## config.mk

```make
export PLATFORM = sky130hd
export DESIGN_NAME = fpu_seq
export DESIGN_NICKNAME = d
export VERILOG_FILES = /design/src/rtl/fpu_seq.sv
export SDC_FILE = /design/constraint.sdc
export NUM_CORES = 1
export LEC_CHECK = 0
export CAP_MARGIN = 15
export CORE_MARGIN = 8
export CORE_UTILIZATION = 43
export DETAILED_ROUTE_END_ITERATION = 10
export PLACE_DENSITY = 0.87
export SYNTH_ARGS = -nofsm -noshare
export SYNTH_HDL_FRONTEND = slang
export SYNTH_SLANG_ARGS = --single-unit
```

## constraint.sdc

```tcl
create_clock -name clk -period 1.7 [get_ports clk]
set_input_delay 0.34 -clock clk [delete_from_list [all_inputs] [get_ports clk]]
set_output_delay 0.34 -clock clk [all_outputs]
set_load 0.03 [all_outputs]
```

## src/rtl/fpu_seq.sv

```systemverilog
// fpu_seq: byte-wide FPU bus sequencer (9 writes, wait cmd_end, 4 reads, ack); FPU_SEQ_TIMEOUT_EN adds an abort timer
module fpu_seq #(
  parameter int TIMEOUT_CYCLES = 4096
) (
  input  logic        clk,
  input  logic        arst,
  input  logic        req_valid,
  output logic        req_ready,
  input  logic [7:0]  req_op,
  input  logic [31:0] req_a,
  input  logic [31:0] req_b,
  output logic        rsp_valid,
  input  logic        rsp_ready,
  output logic [31:0] rsp_result,
  output logic        rsp_err,
  output logic [7:0]  fpu_data_o,
  input  logic [7:0]  fpu_data_i,
  output logic [3:0]  fpu_addr,
  output logic        fpu_cs,
  output logic        fpu_rd,
  output logic        fpu_wr,
  output logic        fpu_end_ack,
  input  logic        fpu_cmd_end,
  input  logic        fpu_busy
);
  typedef enum logic [3:0] {
    IDLE, WR_SETUP, WR_STROBE, WR_HOLD, WAIT_END, RD_SETUP, RD_STROBE, RD_HOLD, ACK, RESP
  } state_t;
  state_t state, nxt;
  logic [3:0] idx, idx_nxt;
  logic rd2, rd2_nxt;
  logic [71:0] wbuf;
  logic hs, timeout, abort, bus_nxt;
  assign req_ready = state == IDLE && !fpu_busy && !fpu_cmd_end;
  assign hs = req_valid && req_ready;
  assign fpu_addr = idx;
  assign fpu_data_o = state inside {WR_SETUP, WR_STROBE, WR_HOLD} ? wbuf[7:0] : 8'h00;
  assign abort = timeout && (state == WAIT_END ? !fpu_cmd_end : state == ACK && fpu_cmd_end);
  assign bus_nxt = nxt inside {WR_SETUP, WR_STROBE, WR_HOLD, RD_SETUP, RD_STROBE, RD_HOLD};
`ifdef FPU_SEQ_TIMEOUT_EN
  localparam int TW = $clog2(TIMEOUT_CYCLES + 1);
  logic [TW-1:0] timer;
  logic err;
  assign timeout = timer == TW'(TIMEOUT_CYCLES - 1);
  assign rsp_err = err;
  // timer keeps its count across the read burst so WAIT_END and ACK share one budget
  always_ff @(posedge clk)
    if (arst || hs) begin
      timer <= '0;
      err <= 1'b0;
    end else begin
      if (state == WAIT_END || state == ACK) timer <= timer + 1'b1;
      if (abort) err <= 1'b1;
    end
`else
  assign timeout = TIMEOUT_CYCLES < 0;
  assign rsp_err = 1'b0;
`endif
  always_comb begin
    nxt = state;
    idx_nxt = idx;
    rd2_nxt = rd2;
    case (state)
      IDLE: if (hs) begin
        nxt = WR_SETUP;
        idx_nxt = 4'd0;
      end
      WR_SETUP: nxt = WR_STROBE;
      WR_STROBE: nxt = WR_HOLD;
      WR_HOLD: if (idx == 4'd8) nxt = WAIT_END;
        else begin
          nxt = WR_SETUP;
          idx_nxt = idx + 4'd1;
        end
      WAIT_END: if (fpu_cmd_end) begin
        nxt = RD_SETUP;
        idx_nxt = 4'd9;
      end else if (abort) nxt = RESP;
      RD_SETUP: begin
        nxt = RD_STROBE;
        rd2_nxt = 1'b0;
      end
      RD_STROBE: if (rd2) nxt = RD_HOLD;
        else rd2_nxt = 1'b1;
      RD_HOLD: if (idx == 4'd12) nxt = ACK;
        else begin
          nxt = RD_SETUP;
          idx_nxt = idx + 4'd1;
        end
      ACK: if (!fpu_cmd_end || abort) nxt = RESP;
      RESP: if (rsp_ready) nxt = IDLE;
      default: nxt = IDLE;
    endcase
  end
  // strobes are registered from the next state so they never glitch
  always_ff @(posedge clk)
    if (arst) begin
      state <= IDLE;
      idx <= '0;
      rd2 <= 1'b0;
      wbuf <= '0;
      rsp_result <= '0;
      fpu_cs <= 1'b1;
      fpu_rd <= 1'b1;
      fpu_wr <= 1'b1;
      fpu_end_ack <= 1'b0;
      rsp_valid <= 1'b0;
    end else begin
      state <= nxt;
      idx <= idx_nxt;
      rd2 <= rd2_nxt;
      fpu_cs <= !bus_nxt;
      fpu_wr <= nxt != WR_STROBE;
      fpu_rd <= nxt != RD_STROBE;
      fpu_end_ack <= nxt == ACK;
      rsp_valid <= nxt == RESP;
      if (hs) wbuf <= {req_op, req_b, req_a};
      else if (state == WR_HOLD) wbuf <= wbuf >> 8;
      if (abort) rsp_result <= '0;
      else if (state == RD_STROBE && rd2) rsp_result <= {fpu_data_i, rsp_result[31:8]};
    end
endmodule

```

After elaboration in Yosys (flattened, before gate mapping)
Cells that the tools add are included.
{"block": "totals", "regBits": 118, "in_bits": 86, "output_inout_bits": 51, "wordCells": 67}
{"block": "op_classes", "add_sub_neg": 1, "n_eq_ne": 25, "mux": 17, "reduce_logical": 14}
{"operator": "72-bit two-way mux", "count": 2}
{"operator": "4-bit two-way mux", "count": 10}
{"operator": "4-bit case mux with 10 select lines", "count": 1}
{"operator": "4-bit by 3-bit equality test with 1-bit output (second input constant)", "count": 7}
{"operator": "4-bit equality test (second input constant)", "count": 6}
{"operator": "4-bit by 2-bit equality test with 1-bit output (second input constant)", "count": 4}
{"operator": "4-bit case mux with 4 select lines", "count": 1}
{"operator": "4-bit by 1-bit equality test with 1-bit output (second input constant)", "count": 2}
{"operator": "8-bit two-way mux", "count": 1}
{"operator": "2-bit inequality test (second input constant)", "count": 4}
{"operator": "6-bit nonzero test", "count": 1}
{"operator": "5-bit AND reduction", "count": 1}
{"operator": "4-bit by 1-bit adder with 4-bit output (second input constant)", "count": 1}
{"operator": "1-bit logical AND", "count": 4}
{"operator": "4-bit logical NOT", "count": 1}
{"operator": "4-bit by 2-bit inequality test with 1-bit output (second input constant)", "count": 1}
{"operator": "4-bit by 3-bit inequality test with 1-bit output (second input constant)", "count": 1}
{"operator": "2-bit nonzero test", "count": 2}
{"operator": "4-bit nonzero test", "count": 1}
{"operator": "1-bit logical NOT", "count": 3}
{"operator": "3-bit two-way mux", "count": 1}
{"operator": "3-bit nonzero test", "count": 1}
{"operator": "1-bit case mux with 2 select lines", "count": 1}

Logic depth before layout (Yosys ltp)
{"block": "logic_depth", "ltp_word": 9, "depth_mapped": 8, "depth_no_buf": 6}

Worst setup path before layout
Ideal clock, no wire load.
{"block": "synth_path", "kind": "flip-flop to output port", "from": "register state[0]", "to": "output req_ready", "t_arrival_ps": 1723, "required_ps": 1360, "slack_ps": -363, "stages_incl_launch_ff": 3, "n_path_buf": 0, "path_cell_list": "dfxtp_1 nor3_1 nor4b_1"}
{"block": "synth_via", "elab_chain_cells": 3}
{"item": "start, declared", "line_no": "29", "source": "state_t state, nxt;"}
{"item": "start signal, assigned", "line_no": "109", "source": "state <= nxt;"}
{"item": "4-bit logical NOT", "line_no": "34", "source": "assign req_ready = state == IDLE && !fpu_busy && !fpu_cmd_end;"}
{"item": "1-bit logical AND (2 in a row)", "line_no": "34"}
{"item": "end, declared", "line_no": "8", "source": "output logic req_ready,"}
No other way between the ends.

Worst setup path after layout
{"block": "layout_path", "from": "register state[2]", "to": "output fpu_data_o[3]"}
{"block": "layout_via", "elab_chain_cells": 3, "elab_cells_between_ends": 5, "cone_classes": "eq/ne (3); mux (1); reduce/logical (1)"}
{"item": "4-bit by 1-bit equality test with 1-bit output / 4-bit by 2-bit equality test with 1-bit output (equally long branches)", "line_no": "37", "source": "assign fpu_data_o = state inside {WR_SETUP, WR_STROBE, WR_HOLD} ? wbuf[7:0] : 8'h00;"}
{"item": "3-bit nonzero test (*)", "line_no": "37"}
{"item": "8-bit two-way mux (*)", "line_no": "37"}
{"item": "end, declared", "line_no": "16", "source": "output logic [7:0] fpu_data_o,"}
Mark *: on every way between the ends. The rest lies on a longest branch, timed or not.

==> metrics <==
Final Max Tran Viols=0; Synth-to-Final Area Change=61.8%; Clock Latency Late Sink=0.40 ns; RSZ-0062 raised after global routing=true; gp weighted congestion=0.857; P_leak=2.98 nW; clk slew on worst S/H paths=0.05 ns; Total GRT Usage=18.8%; post-DP HPWL=9790 um; crit path max fanout=8; Post-Synth Simple-Gate Area=18.5%; Reg2Reg Depth=10; mapped cell area=4840 sq um; final hold violations=0; hold path startpoint=arst; Arrival @ worst endpoint=1.46 ns; reg-to-reg endpoint=wbuf[12]; TritonCTS Buffers=17; final setup margin=-0.0998 ns; Worst Setup Start Kind=flip-flop; Cell Pwr Density=948 nW/um^2; hold depth=2; Required @ worst endpoint=1.36 ns; count of cell types in the netlist=52; ys async rst share=0%; filler cell count=772; net count after synthesis=656; largest net degree at the start of global routing=69; failing checks=setup timing; post-layout net count=816; Post-Synth Adder-Cell Area=0.517%; Non-Filler Instances=881; DP Cell Count=824; die width=122 um; ant diodes=0; vias in the first global route=4,632; layout cells sized above 1=22.8%; IO Count=137; num rows=38; cts-stage hold buffer count=0; input/output buffers=135; hold_ws=0.288 ns; WHS Endpoint=wbuf[0]; WS Path Type=reg -> out; Die Ht=122 um; max-cap violation count=0; post-DR wirelength/cell=17.9 um; DR pass1 iterations=5; post-synthesis xor/xnor area fraction=0.362%; CP Capture Type=output pin; flop and latch count out of synthesis=118; Via density=5.61; global-route wire length before repair=22,800 um; main combinational cell family by area after synthesis=compound AO/OA/AOI/OAI gates; clk_skew=0.0122 ns; DRT Wirelength=15,800 um; Routed Antenna Nets=0; Post-synth EDFFs=0; Top FF cell, synth=dfxtp_1; 1st-iter DRT viols=446; syn_area_per_cell=8.52 sq um; Tmin final=1.80 ns; most frequent cells in the layout=dfxtp_1 (112), nand2_1 (105), a21oi_1 (89), clkdlybuf4s50_1 (82), a22oi_1 (45); via count=4,939; max frequency=556 MHz; Compound-Gate Fraction of Synth Area=22.9%; CTS Sinks=118; DR DRC count=0; mux contribution to synthesized area=3.75%; Post-Synthesis Cells=568; gr ovfl total=0; register area share after synthesis=48.8%; Max H-tree Level=4; outcome=complete, but fails checks; worst hold path type=in -> reg; Initial Util=44.3%; r2r setup slk=-0.1 ns; DIE AREA=14,900 sq um; clk buf depth=2; total core area=10,900 sq um; yosys warns=0; Clock Tree Root=clkbuf_16; initial antenna violation count=0; CTS tree=done; worst vdd ir=0.719 mV; final worst-path cycle share=106%; Final setup viols=68; commonest non-fill, non-tap cell in the layout=dfxtp_1; RR Startpoint=state[2]
critical path, stage by stage (launching register included):
cell and delay (ns):
dfxtp_4 0.35, buf_6 0.11, nor3_2 0.15, buf_4 0.18
and2_4 0.15, buf_6 0.12
cells by family after synthesis:
family,after synthesis
and+or+nand+nor,196
AOI/OAI and AO/OA,174
DFF,118
buffers and inverters,57
muxes,18
adders and majority gates,2
xor gates and xnor gates,2
other,1
report_power, final:
part           total (mW)  leakage, nW  internal, mW  switching, mW
clock                3.73        0.294          2.41           1.32
combinational       0.785         1.72         0.433          0.352
sequential           2.91        0.960          2.85         0.0637
total                7.43         2.98          5.69           1.74
final cells by class:
type / count / area (sq um) / area share [%]
multi-input cells: 393 / 2490 / 31.8
flip-flops and latches: 118 / 2380 / 30.4
repair buffers: 191 / 2140 / 27.3
clock buffers: 20 / 457 / 5.83
well taps: 140 / 175 / 2.24
clock inverters: 12 / 165 / 2.11
inverters: 7 / 26.3 / 0.335
through the flow:
stage	instance area, sq um	setup slack [ns]	setup TNS [ns]	utilization [%]	power, mW
finish	7830	-0.0998	-3.88	71.6	7.43
global route	7830	-0.168	-6.87	71.6	7.67
CTS	7270	-0.132	-1.19	66.5	7.32
detailed placement	6510	-0.350	-21.02	59.5	3.60
global placement	6510	-0.309	-20.54	59.5	3.58
floorplan	4850	-0.00918	-0.0735	-	3.23
cells in the mapped netlist, drive strengths merged (2+ instances only):
cell type    n  area, sq um
a211oi      16          120
nand2      131          492
nor2        21         78.8
nor3         5         30.0
a21oi       92          460
buf         19          101
a21o         2         15.0
nor4bb       2         20.0
a32oi        2         17.5
inv          7         26.3
nor4b        2         23.8
mux2i       17          170
nor4         2         18.8
dfxtp      118         2360
and2         9         56.3
and3b        2         17.5
nand4        2         12.5
o31ai        3         27.5
nand2b       2         12.5
ha           2         25.0
nor2b        2         12.5
o211ai       2         15.0
a22oi       48          360
nand3b       8         60.1
clkbuf      31          116
flip-flops by register name, indices dropped and copies added (netlist names):
| register | flops |
|---|---|
| rsp_valid | 1 |
| fpu_rd | 1 |
| fpu_end_ack | 1 |
| fpu_wr | 1 |
| state | 4 |
| rd2 | 1 |
| wbuf | 72 |
| fpu_addr | 4 |
| rsp_result | 32 |
| fpu_cs | 1 |
worst max path at each step:
stage | start | end | slack [ns] | cells past startpoint
final | state[2] | fpu_data_o[3] | -0.1 | 5
after global routing | state[2] | fpu_data_o[5] | -0.17 | 5
after CTS | state[2] | fpu_data_o[7] | -0.13 | 5
after detailed placement | fpu_cmd_end | fpu_addr[2] | -0.35 | 5
after global placement | fpu_busy | fpu_addr[3] | -0.31 | 5
after floorplan | state[3] | fpu_data_o[0] | -0.009 | 4
repair_timing:
item                       4_1_cts  5_1_grt
buffers inserted                 4        8
setup endpoints to repair       56       96
gates resized for setup         73       71
pin swaps                       15       21
gates cloned                     2       11
per-layer routing:
metal  track usage, %  part of all wire [%]  vias up
met1             23.6                    41     2366
met4             6.63                   1.4        0
li1                 -                     -     2325
met3             4.58                   7.2       21
met2             30.8                    50      227
met5                0                     0        -
Power figures use the tool's default switching activity.
